### src/rtl/spi_word_master.sv
// spi_word_master: SPI mode-0 initiator for 32-bit command words.
// Bytes go out little-endian, each MSB first; MISO is gathered in the same order.
module spi_word_master #(
    parameter int CLK_DIV  = 4,
    parameter int SSEL_GAP = 8
) (
    input  logic        CLK,
    input  logic        resetn,
    input  logic        word_valid,
    input  logic [31:0] word_data,
    input  logic        word_last,
    output logic        word_ready,
    output logic [31:0] rx_word,
    output logic        rx_valid,
    output logic        busy,
    output logic        SCK,
    output logic        SSEL,
    output logic        MOSI,
    input  logic        MISO
);

    localparam int HW = $clog2(CLK_DIV + 1);
    localparam int GW = (SSEL_GAP > 0) ? $clog2(SSEL_GAP + 1) : 1;
    localparam logic [HW-1:0] HALF_END = HW'(CLK_DIV - 1);
    localparam logic [GW-1:0] GAP_END = GW'((SSEL_GAP > 0) ? SSEL_GAP - 1 : 0);

    typedef enum logic [2:0] {
        ST_IDLE,
        ST_SETUP,
        ST_SHIFT,
        ST_HOLD,
        ST_END,
        ST_GAP
    } state_t;

    state_t        state_q, state_d;
    logic [HW-1:0] hc_q, hc_d, hc_inc;
    logic [4:0]    bit_q, bit_d, bit_inc;
    logic [GW-1:0] gc_q, gc_d;
    logic          sck_q, sck_d;
    logic          ssel_q, ssel_d;
    logic          mosi_q, mosi_d;
    logic [31:0]   tx_q, tx_d;
    logic [31:0]   rx_q, rx_d;
    logic          last_q, last_d;
    logic [31:0]   rxw_q, rxw_d;
    logic          rxv_q, rxv_d;
    logic          rdy_q, rdy_d;
    logic          accept, half_done;

    // Sequence index -> bit position: byte from the top bits, bit order reversed.
    function automatic logic [4:0] wire_pos(input logic [4:0] i);
        return {i[4:3], ~i[2:0]};
    endfunction

    assign accept    = word_valid && rdy_q;
    assign half_done = (hc_q == HALF_END);
    assign hc_inc    = hc_q + 1'b1;
    assign bit_inc   = bit_q + 5'd1;

    always_comb begin
        state_d = state_q;
        hc_d    = hc_q;
        bit_d   = bit_q;
        gc_d    = gc_q;
        sck_d   = sck_q;
        ssel_d  = ssel_q;
        mosi_d  = mosi_q;
        tx_d    = tx_q;
        rx_d    = rx_q;
        last_d  = last_q;
        rxw_d   = rxw_q;
        rxv_d   = 1'b0;
        case (state_q)
            ST_IDLE, ST_HOLD: begin
                if (accept) begin
                    state_d = ST_SETUP;
                    ssel_d  = 1'b0;
                    tx_d    = word_data;
                    last_d  = word_last;
                    mosi_d  = word_data[7];
                    hc_d    = '0;
                    bit_d   = '0;
                end
            end
            ST_SETUP: begin
                if (half_done) begin
                    hc_d    = '0;
                    state_d = ST_SHIFT;
                end else begin
                    hc_d = hc_inc;
                end
            end
            ST_SHIFT: begin
                if (!half_done) begin
                    hc_d = hc_inc;
                end else begin
                    hc_d  = '0;
                    sck_d = ~sck_q;
                    if (!sck_q) begin
                        rx_d[wire_pos(bit_q)] = MISO;
                    end else if (bit_q == 5'd31) begin
                        bit_d   = '0;
                        rxw_d   = rx_q;
                        rxv_d   = 1'b1;
                        state_d = last_q ? ST_END : ST_HOLD;
                    end else begin
                        bit_d  = bit_inc;
                        mosi_d = tx_q[wire_pos(bit_inc)];
                    end
                end
            end
            ST_END: begin
                if (half_done) begin
                    hc_d    = '0;
                    gc_d    = '0;
                    ssel_d  = 1'b1;
                    state_d = (SSEL_GAP == 0) ? ST_IDLE : ST_GAP;
                end else begin
                    hc_d = hc_inc;
                end
            end
            ST_GAP: begin
                if (gc_q == GAP_END) begin
                    state_d = ST_IDLE;
                end else begin
                    gc_d = gc_q + 1'b1;
                end
            end
            default: state_d = ST_IDLE;
        endcase
        // Registered so it is already valid in the first IDLE/HOLD cycle.
        rdy_d = (state_d == ST_IDLE) || (state_d == ST_HOLD);
    end

    always_ff @(posedge CLK) begin
        if (!resetn) begin
            state_q <= ST_IDLE;
            hc_q    <= '0;
            bit_q   <= '0;
            gc_q    <= '0;
            sck_q   <= 1'b0;
            ssel_q  <= 1'b1;
            mosi_q  <= 1'b0;
            tx_q    <= '0;
            rx_q    <= '0;
            last_q  <= 1'b0;
            rxw_q   <= '0;
            rxv_q   <= 1'b0;
            rdy_q   <= 1'b0;
        end else begin
            state_q <= state_d;
            hc_q    <= hc_d;
            bit_q   <= bit_d;
            gc_q    <= gc_d;
            sck_q   <= sck_d;
            ssel_q  <= ssel_d;
            mosi_q  <= mosi_d;
            tx_q    <= tx_d;
            rx_q    <= rx_d;
            last_q  <= last_d;
            rxw_q   <= rxw_d;
            rxv_q   <= rxv_d;
            rdy_q   <= rdy_d;
        end
    end

    assign word_ready = rdy_q;
    assign rx_word    = rxw_q;
    assign rx_valid   = rxv_q;
    assign busy       = (state_q != ST_IDLE);
    assign SCK        = sck_q;
    assign SSEL       = ssel_q;
    assign MOSI       = mosi_q;

endmodule

### config.mk
export PLATFORM = sky130hd
export DESIGN_NAME = spi_word_master
export DESIGN_NICKNAME = d
export VERILOG_FILES = /design/src/rtl/spi_word_master.sv
export SDC_FILE = /design/constraint.sdc
export NUM_CORES = 1
export LEC_CHECK = 0
export CORE_MARGIN = 2
export CORE_UTILIZATION = 35
export DETAILED_ROUTE_END_ITERATION = 8
export DONT_BUFFER_PORTS = 1
export GPL_TIMING_DRIVEN = 0
export PLACE_DENSITY = 0.49
export SLEW_MARGIN = 40
export SYNTH_ARGS = -nofsm -noshare
export SYNTH_HDL_FRONTEND = slang
export SYNTH_SLANG_ARGS = --single-unit
### constraint.sdc
create_clock -name CLK -period 4.25 [get_ports CLK]
set_input_delay 0.6375 -clock CLK [delete_from_list [all_inputs] [get_ports CLK]]
set_output_delay 0.6375 -clock CLK [all_outputs]
set_load 0.05 [all_outputs]
==> flow_summary.json, run 1 <==
{
  "status": "finished clean",
  "r2r-end": "MOSI$_SDFFE_PN0P_",
  "grt_pass1_wl_mm": 20.8,
  "r2r_cells": 9,
  "synth_cells": 628,
  "holdPathStages": 1,
  "grt_pass1_vias": 4146,
  "portBuffers": 0,
  "fill_cells": 1451,
  "slew_headroom_pct": 45.0,
  "pwr-share-comb_pct": 4.1,
  "path_max_fanout": 9,
  "firstDrtPassIters": 4,
  "synth-edff-count": 0,
  "vias": 4269,
  "synth_seq_cells": 117,
  "ctsResizeCount": 0,
  "cp-end-kind": "register",
  "h-tree-depth": 4,
  "finalClockSkew_ns": 0.00873,
  "dpl.cell_count": 808,
  "viasPerCell": 5.09,
  "yosysWarnings": 0,
  "initial_utilization_pct": 35.9,
  "finalSetupTns_ns": 0,
  "synth_area_per_cell_sq_um": 7.95,
  "grt_max_degree": 17,
  "fin_crit_sh_pct": 62.5,
  "critPathRequiredTime_ns": 4.53,
  "hold_path.class": "in -> reg",
  "clock.fmax_mhz": 377,
  "die_area_sq_um": 15200,
  "p_sw_mw": 0.594,
  "seq_area_frac_synth_pct": 46.9,
  "track_usage_pct": 18.0,
  "synth_area_leaders": "dfxtp_1, nand2_1, a21oi_1",
  "drtAntennaViolNets": 0,
  "wl_per_cell_microns": 15.5,
  "r2r-start": "bit_q[0]$_SDFFE_PN0P_",
  "dp_hpwl_mm": 9.24,
  "syn_nets": 673,
  "cts_tree": "built",
  "pwr-share-seq_pct": 43.6,
  "chipHeight_microns": 123,
  "setup_viol": 0,
  "drt-initial-drc-count": 230,
  "numCtsBuffers": 17,
  "regToRegSetupSlack_ns": 1.59,
  "insertedDiodeCount": 0,
  "grt_overflow": 0,
  "netlist_area_sq_um": 4990,
  "gp_congestion": 0.849,
  "rsz0062_at_grt": "no",
  "final_cell_mix": "nand2_1, dfxtp_1, a21oi_1",
  "hold_end": "state_q[1]$_SDFF_PN0_",
  "worstPathArrival_ns": 2.94,
  "clk_path_buf_depth": 2,
  "instances_no_fill": 839,
  "hold_viol_final": 0,
  "yosysTopAreaCellShare_pct": 46.9,
  "leakage_nw": 1.92,
  "cts_hold_buf": 0,
  "num_io_pins": 75,
  "root_buffer": "clkbuf_16",
  "drt-total-wl_mm": 13.0,
  "clk_latency_ns": 0.42,
  "synth_cell_type_count": 47,
  "die_w_microns": 123,
  "period_needed_ns": 2.66,
  "layout.nets": 692,
  "worstHoldStart": "resetn",
  "path_clk_slew_ns": 0.05,
  "path_class": "reg -> reg",
  "ys_async_sr_fraction_pct": 0,
  "post_cts_buffers": 0,
  "drc": 0,
  "synth_ff_type": "dfxtp_1",
  "yosys.area.top_type": "dfxtp_1",
  "p_sw_share_pct": 22.7,
  "core_sq_um": 13900,
  "intPower_mw": 2.03,
  "areaGrowthSynthToFinish_pct": 16.3,
  "clock-sinks": 117,
  "tightest_slew_ns": 0.818,
  "critPathLaunchType": "register",
  "fin_util_pct": 41.8,
  "slew_violations": 0,
  "drv_cap": 0,
  "final_common_cell": "nand2_1",
  "powerDensity_nw_per_um2": 452,
  "pwr-share-clk_pct": 52.4,
  "placementRows": 43,
  "grt_antenna_before_repair": 0,
  "drive_above_1_share_pct": 8.04,
  "vdd_drop_max_v": 0.000267
}
==> worst max path at each step <==
stage | start | end | slack, ns | depth (start not counted)
global placement | bit_q[0]$_SDFFE_PN0P_ | MOSI$_SDFFE_PN0P_ | 1.58 | 9
detailed placement | bit_q[0]$_SDFFE_PN0P_ | MOSI$_SDFFE_PN0P_ | 1.56 | 9
floorplan | bit_q[0]$_SDFFE_PN0P_ | MOSI$_SDFFE_PN0P_ | 2.13 | 8
CTS | bit_q[0]$_SDFFE_PN0P_ | MOSI$_SDFFE_PN0P_ | 1.55 | 9
finish | bit_q[0]$_SDFFE_PN0P_ | MOSI$_SDFFE_PN0P_ | 1.59 | 9
global route | bit_q[0]$_SDFFE_PN0P_ | MOSI$_SDFFE_PN0P_ | 1.37 | 9
==> synthesized netlist by cell type, types with 2 or more instances <==
cell type / count
a31oi_1: 2
ha_1: 8
xor2_1: 2
nand3b_1: 6
dfxtp_1: 117
nor3b_1: 5
nor3_1: 6
mux4_1: 5
mux4_2: 3
inv_1: 7
buf_2: 12
and2_1: 3
buf_1: 3
a211oi_1: 3
nand4_1: 6
a21o_1: 2
nor4_1: 3
and4_1: 4
nand2_1: 191
o21ai_0: 25
nor2_1: 28
xnor2_1: 4
or3_1: 2
nand2b_1: 2
a21oi_1: 107
clkbuf_1: 28
nand3_1: 24
==> power by group through the flow <==
| stage | clock network [mW] | logic, mW | registers [mW] |
|---|---|---|---|
| after floorplan | 0 | 0.0794 | 1.16 |
| after global placement | 0 | 0.104 | 1.16 |
| after detailed placement | 0 | 0.106 | 1.17 |
| after CTS | 1.40 | 0.107 | 1.14 |
| after global routing | 1.46 | 0.120 | 1.14 |
| final | 1.37 | 0.106 | 1.14 |
==> worst max-delay path: stages, from the launching register on <==
cell and delay [ns]:
dfxtp_1 0.38, buf_4 0.21, inv_1 0.14, ha_1 0.30, clkbuf_1 0.49, mux4_2 0.42, nor3b_1 0.16, a31oi_1 0.14
a311o_1 0.19, o211ai_2 0.07
==> cell type report <==
| type | instances | area, sq um | share of cell area [%] |
|---|---|---|---|
| buffer | 44 | 184 | 3.17 |
| tap | 180 | 225 | 3.88 |
| inverter | 8 | 30.0 | 0.517 |
| clock inverter | 7 | 71.3 | 1.23 |
| multi-input combinational | 459 | 2450 | 42.2 |
| sequential | 117 | 2340 | 40.4 |
| clock buffer | 24 | 502 | 8.65 |
==> sequential cells by signal, indices dropped and copies added, names as in the netlist, 3 cells and up <==
name,count
hc_q,3
bit_q,5
tx_q,32
state_q,3
rx_q,32
rx_word,32
gc_q,4
==> kinds of logic (layout without fill, tap and decap cells) <==
logic type | Yosys count | in the layout | share of synthesized area [%]
and+or+nand+nor | 287 | 287 | 25.0
DFF | 117 | 117 | 46.9
adders and majority gates | 8 | 8 | 2.01
muxes | 9 | 9 | 4.19
AOI/OAI and AO/OA | 147 | 147 | 15.6
xor gates and xnor gates | 8 | 8 | 1.93
buffers and inverters | 52 | 83 | 4.29
==> metrics by stage <==
stage          setup WS (ns)  hold WS, ns  power [mW]  cell area (sq um)
2_1_floorplan           2.13        0.428        1.24               4990
3_3_place_gp            1.58        0.437        1.27               5220
3_5_place_dp            1.56        0.446        1.27               5220
4_1_cts                 1.55        0.330        2.65               5790
5_1_grt                 1.37        0.332        2.73               5800
6_report                1.59        0.343        2.62               5800
==> layer usage <==
layer / track usage (%) / wire length, microns
met1: 21.6 / 6020
met2: 30.3 / 6160
met3: 5.30 / 593
met4: 6.75 / 184
met5: 0 / 0
Power figures use the tool's default switching activity.
==> inputs of run 2 (changes only) <==
- PLACE_DENSITY: 0.49 -> 0.51
- clock period: 4.25 -> 2.4 ns (I/O delays scaled with it)
==> run 2 against run 1 <==
Register-to-register slack worse by 1.5 ns. Maximum frequency rose by 16%. Clock power is 74% higher. Final area increased by 0.50%. Setup slack lost 1.5 ns. Power grew 76%.
==> flow_summary.json, run 2 (synthesis results as in run 1) <==
{
  "status": "finished clean",
  "drt-total-wl_mm": 12.9,
  "grt_overflow": 0,
  "drtAntennaViolNets": 0,
  "gp_congestion": 0.837,
  "initial_utilization_pct": 35.9,
  "areaGrowthSynthToFinish_pct": 16.9,
  "preCtsSetupSlack_ns": -0.227,
  "drt-initial-drc-count": 215,
  "drc": 0,
  "placed_area_sq_um": 5220,
  "die_w_microns": 123,
  "powerDensity_nw_per_um2": 790,
  "track_usage_pct": 17.8,
  "fin_crit_sh_pct": 95.7,
  "design_power_total_mw": 4.60,
  "grt_antenna_before_repair": 0,
  "final_common_cell": "nand2_1",
  "core_sq_um": 13900,
  "vias": 4310,
  "finalSetupTns_ns": 0,
  "grt_max_degree": 17,
  "cts_hold_buf": 0,
  "final_cell_mix": "nand2_1, dfxtp_1, a21oi_1",
  "instances_no_fill": 840,
  "fill_cells": 1414,
  "final_area_sq_um": 5830,
  "num_io_pins": 75,
  "wl_per_cell_microns": 15.4,
  "dp_hpwl_mm": 9.22,
  "chipHeight_microns": 123,
  "clk_latency_ns": 0.41,
  "layout.nets": 695,
  "tightest_slew_ns": 0.777,
  "setup_viol": 0,
  "portBuffers": 0,
  "critPathLaunchType": "register",
  "dpl.cell_count": 808,
  "h-tree-depth": 4,
  "firstDrtPassIters": 7,
  "drv_cap": 0,
  "grt_pass1_vias": 4160,
  "slew_headroom_pct": 48.1,
  "worstPathArrival_ns": 2.64,
  "cp-end-kind": "register",
  "fin_util_pct": 42.0,
  "grt_pass1_wl_mm": 20.5,
  "leakage_nw": 1.94,
  "clk_path_buf_depth": 2,
  "placementRows": 43,
  "slew_violations": 0,
  "insertedDiodeCount": 0,
  "clock.fmax_mhz": 435,
  "die_area_sq_um": 15200,
  "viasPerCell": 5.13,
  "path_clk_slew_ns": 0.05,
  "hold_viol_final": 0,
  "drive_above_1_share_pct": 8.94,
  "period_needed_ns": 2.30,
  "fin_hold_ws_ns": 0.0690,
  "path_class": "reg -> reg",
  "critPathRequiredTime_ns": 2.74,
  "clock-sinks": 117,
  "root_buffer": "clkbuf_16",
  "hold_path.class": "in -> reg",
  "finalClockSkew_ns": 0.00693,
  "vdd_drop_max_v": 0.000543,
  "path_max_fanout": 6,
  "setup_slack_ns": 0.104,
  "cts_tree": "built",
  "numCtsBuffers": 17
}
run 2: changes by cell type in the layout (fill, tap and decap cells not counted), moves of 2 or more:
cell        delta
buf_4          +4
clkinvlp_4     -3
clkbuf_1       -2
ha_1           -2
run 2: worst max-delay path, stage by stage, from the launching register on:
cell	delay (ns)
dfxtp_1	0.35
ha_2	0.26
and3_1	0.22
ha_1	0.26
inv_1	0.14
o21ai_0	0.13
a211o_1	0.32
or4_4	0.42
o211ai_2	0.13
run 2: per-layer routing:
| layer | up-vias | routed length, microns | global-route usage, % | share of wire [%] |
|---|---|---|---|---|
| met3 | 11 | 736 | 6.27 | 5.7 |
| li1 | 2185 | - | - | - |
| met4 | 0 | 102 | 5.11 | 0.79 |
| met2 | 89 | 6460 | 30.2 | 50 |
| met1 | 2025 | 5650 | 21.2 | 44 |
| met5 | - | 0 | 0 | 0 |
run 2: worst paths after layout:
check	endpoint	slack, ns	startpoint	cells after the start
max	MOSI$_SDFFE_PN0P_	0.10	bit_q[1]$_SDFFE_PN0P_	8
min	state_q[1]$_SDFF_PN0_	0.07	resetn	1
max reg2reg	MOSI$_SDFFE_PN0P_	0.10	bit_q[1]$_SDFFE_PN0P_	8
min reg2reg	rx_word[11]$_SDFFE_PN0P_	0.45	rx_q[11]$_SDFFE_PN0P_	2
run 2: repair_timing:
action | CTS | global route
pin swaps | 0 | 4
gates resized for setup | 1 | 7
setup endpoints to repair | 1 | 61
buffers inserted | 0 | 4
run 2: area by class of cell:
cell class	count	area [sq um]	share of cell area [%]
Buffer	43	181	3.11
Clock buffer	25	515	8.84
Clock inverter	4	45.0	0.772
Inverter	8	30.0	0.515
Multi-Input combinational cell	459	2460	42.2
Sequential cell	117	2340	40.2
Tap cell	180	225	3.86
Timing Repair Buffer	4	30.0	0.515
run 2: where the power goes:
part	internal, mW	switching (mW)
combinational	0.0577	0.129
sequential	1.98	0.0421
clock	1.56	0.828
==> inputs of run 3 (changes only) <==
- CORE_MARGIN: 2 -> 8
- SETUP_SLACK_MARGIN: unset -> 0.4
==> run 3 against run 2 <==
Setup slack improved by 0.27 ns. Critical path type unchanged. Critical endpoint unchanged. Utilization increased by 1.7 points. Largest cell class unchanged. Largest power group unchanged. Combinational power is 3% higher.
==> flow_summary.json, run 3 (synthesis results as in run 1) <==
{
  "cp-end-kind": "register",
  "clock.fmax_mhz": 493,
  "cts_hold_buf": 0,
  "powerDensity_nw_per_um2": 732,
  "initial_utilization_pct": 35.9,
  "holdPathStages": 1,
  "grt_pass1_vias": 4238,
  "path_clk_slew_ns": 0.05,
  "drt-initial-drc-count": 215,
  "grt_antenna_before_repair": 0,
  "fin_util_pct": 43.7,
  "finalClockSkew_ns": 0.00650,
  "final_cell_mix": "nand2_1, dfxtp_1, a21oi_1",
  "finalSetupTns_ns": 0,
  "multi_input_area_sq_um": 2530,
  "final_area_sq_um": 6070,
  "regToRegSetupSlack_ns": 0.37,
  "design_power_total_mw": 4.45,
  "firstDrtPassIters": 4,
  "die_w_microns": 135,
  "hold_viol_final": 0,
  "status": "finished clean",
  "track_usage_pct": 15.5,
  "worstPathArrival_ns": 2.31,
  "fin_hold_ws_ns": 0.0663,
  "dpl.cell_count": 808,
  "vdd_drop_max_v": 0.000462,
  "hold_path.class": "in -> reg",
  "layout.nets": 707,
  "path_class": "reg -> reg",
  "fill_cells": 1422,
  "insertedDiodeCount": 0,
  "leakage_nw": 2.02,
  "final_common_cell": "nand2_1",
  "placementRows": 43,
  "tightest_slew_ns": 0.803,
  "setup_slack_ns": 0.373,
  "r2r-start": "bit_q[0]$_SDFFE_PN0P_",
  "slew_headroom_pct": 46.3,
  "path_max_fanout": 6,
  "chipHeight_microns": 135,
  "die_area_sq_um": 18300,
  "h-tree-depth": 4,
  "cts_tree": "built",
  "drv_cap": 0,
  "root_buffer": "clkbuf_16",
  "clk_latency_ns": 0.42,
  "slew_violations": 0,
  "fin_crit_sh_pct": 84.4,
  "rsz0062_at_grt": "yes",
  "num_io_pins": 75,
  "r2r_cells": 9,
  "preCtsSetupSlack_ns": 0.0985,
  "r2r-end": "MOSI$_SDFFE_PN0P_",
  "critPathRequiredTime_ns": 2.68,
  "numCtsBuffers": 17,
  "grt_pass1_wl_mm": 22.1,
  "worstHoldStart": "resetn",
  "drtAntennaViolNets": 0,
  "wl_per_cell_microns": 16.1,
  "drt-total-wl_mm": 13.8,
  "portBuffers": 0,
  "seq_area_sq_um": 2360,
  "hold_end": "state_q[1]$_SDFF_PN0_",
  "placed_area_sq_um": 5240,
  "core_sq_um": 13900,
  "areaGrowthSynthToFinish_pct": 21.6,
  "clk_path_buf_depth": 2,
  "instances_no_fill": 855,
  "critPathLaunchType": "register",
  "period_needed_ns": 2.03,
  "grt_overflow": 0,
  "viasPerCell": 5.08,
  "setup_viol": 0,
  "clock-sinks": 117,
  "gp_congestion": 0.865,
  "drc": 0,
  "drive_above_1_share_pct": 15.3,
  "dp_hpwl_mm": 9.68,
  "vias": 4344,
  "grt_max_degree": 17
}
[run 3: changes by cell type in the layout (fill, tap and decap cells not counted), moves of 5 or more]
cell      previous run  this run
buf_2               13         8
buf_4                5        15
clkbuf_1            28        20
clkinv_2             3         9
clkbuf_2             0         5
buf_6                0         7
[run 3: routing by layer]
layer | part of all wire, % | vias to the layer above | global-route usage (%)
met2 | 49 | 100 | 25.4
met4 | 1.9 | 0 | 6.72
met3 | 6.9 | 19 | 5.97
met5 | 0 | - | 0
li1 | - | 2204 | -
met1 | 42 | 2021 | 17.7
[run 3: repair_timing]
item / in CTS / in global routing
gates resized for setup: 22 / 54
pin swaps: 4 / 10
gates cloned: 0 / 1
setup buffers: 7 / 7
setup endpoints to repair: 96 / 94
[run 3: power by group]
group	switching [mW]	total, mW	internal (mW)
Sequential	0.0429	2.02	1.98
Clock	0.879	2.23	1.35
Combinational	0.131	0.193	0.0621
[run 3: final cells by class]
cell class                 instances  area share [%]
buffer                            44            4.35
timing repair buffer              15            2.19
multi-input combinational        459            41.7
inverter                           8           0.598
tap                              180            3.71
sequential                       117            38.9
clock inverter                    11           0.989
clock buffer                      21            7.59
[run 3: critical path, stage by stage, from the launching register on]
cell        delay, ns
dfxtp_4          0.37
buf_8            0.12
clkinvlp_4       0.11
ha_4             0.29
buf_8            0.13
mux4_2           0.31
nor3b_1          0.16
a31oi_1          0.13
a311o_1          0.19
o211ai_2         0.07
[run 3: how the worst max path moves through the flow]
| stage | from | end | depth (start not counted) |
|---|---|---|---|
| finish | bit_q[0]$_SDFFE_PN0P_ | MOSI$_SDFFE_PN0P_ | 9 |
| floorplan | bit_q[0]$_SDFFE_PN0P_ | MOSI$_SDFFE_PN0P_ | 8 |
| global route | bit_q[0]$_SDFFE_PN0P_ | MOSI$_SDFFE_PN0P_ | 10 |
| detailed placement | word_ready$_SDFF_PN0_ | last_q$_SDFFE_PN0P_ | 5 |
| CTS | bit_q[0]$_SDFFE_PN0P_ | MOSI$_SDFFE_PN0P_ | 8 |
| global placement | word_ready$_SDFF_PN0_ | tx_q[6]$_SDFFE_PN0P_ | 5 |
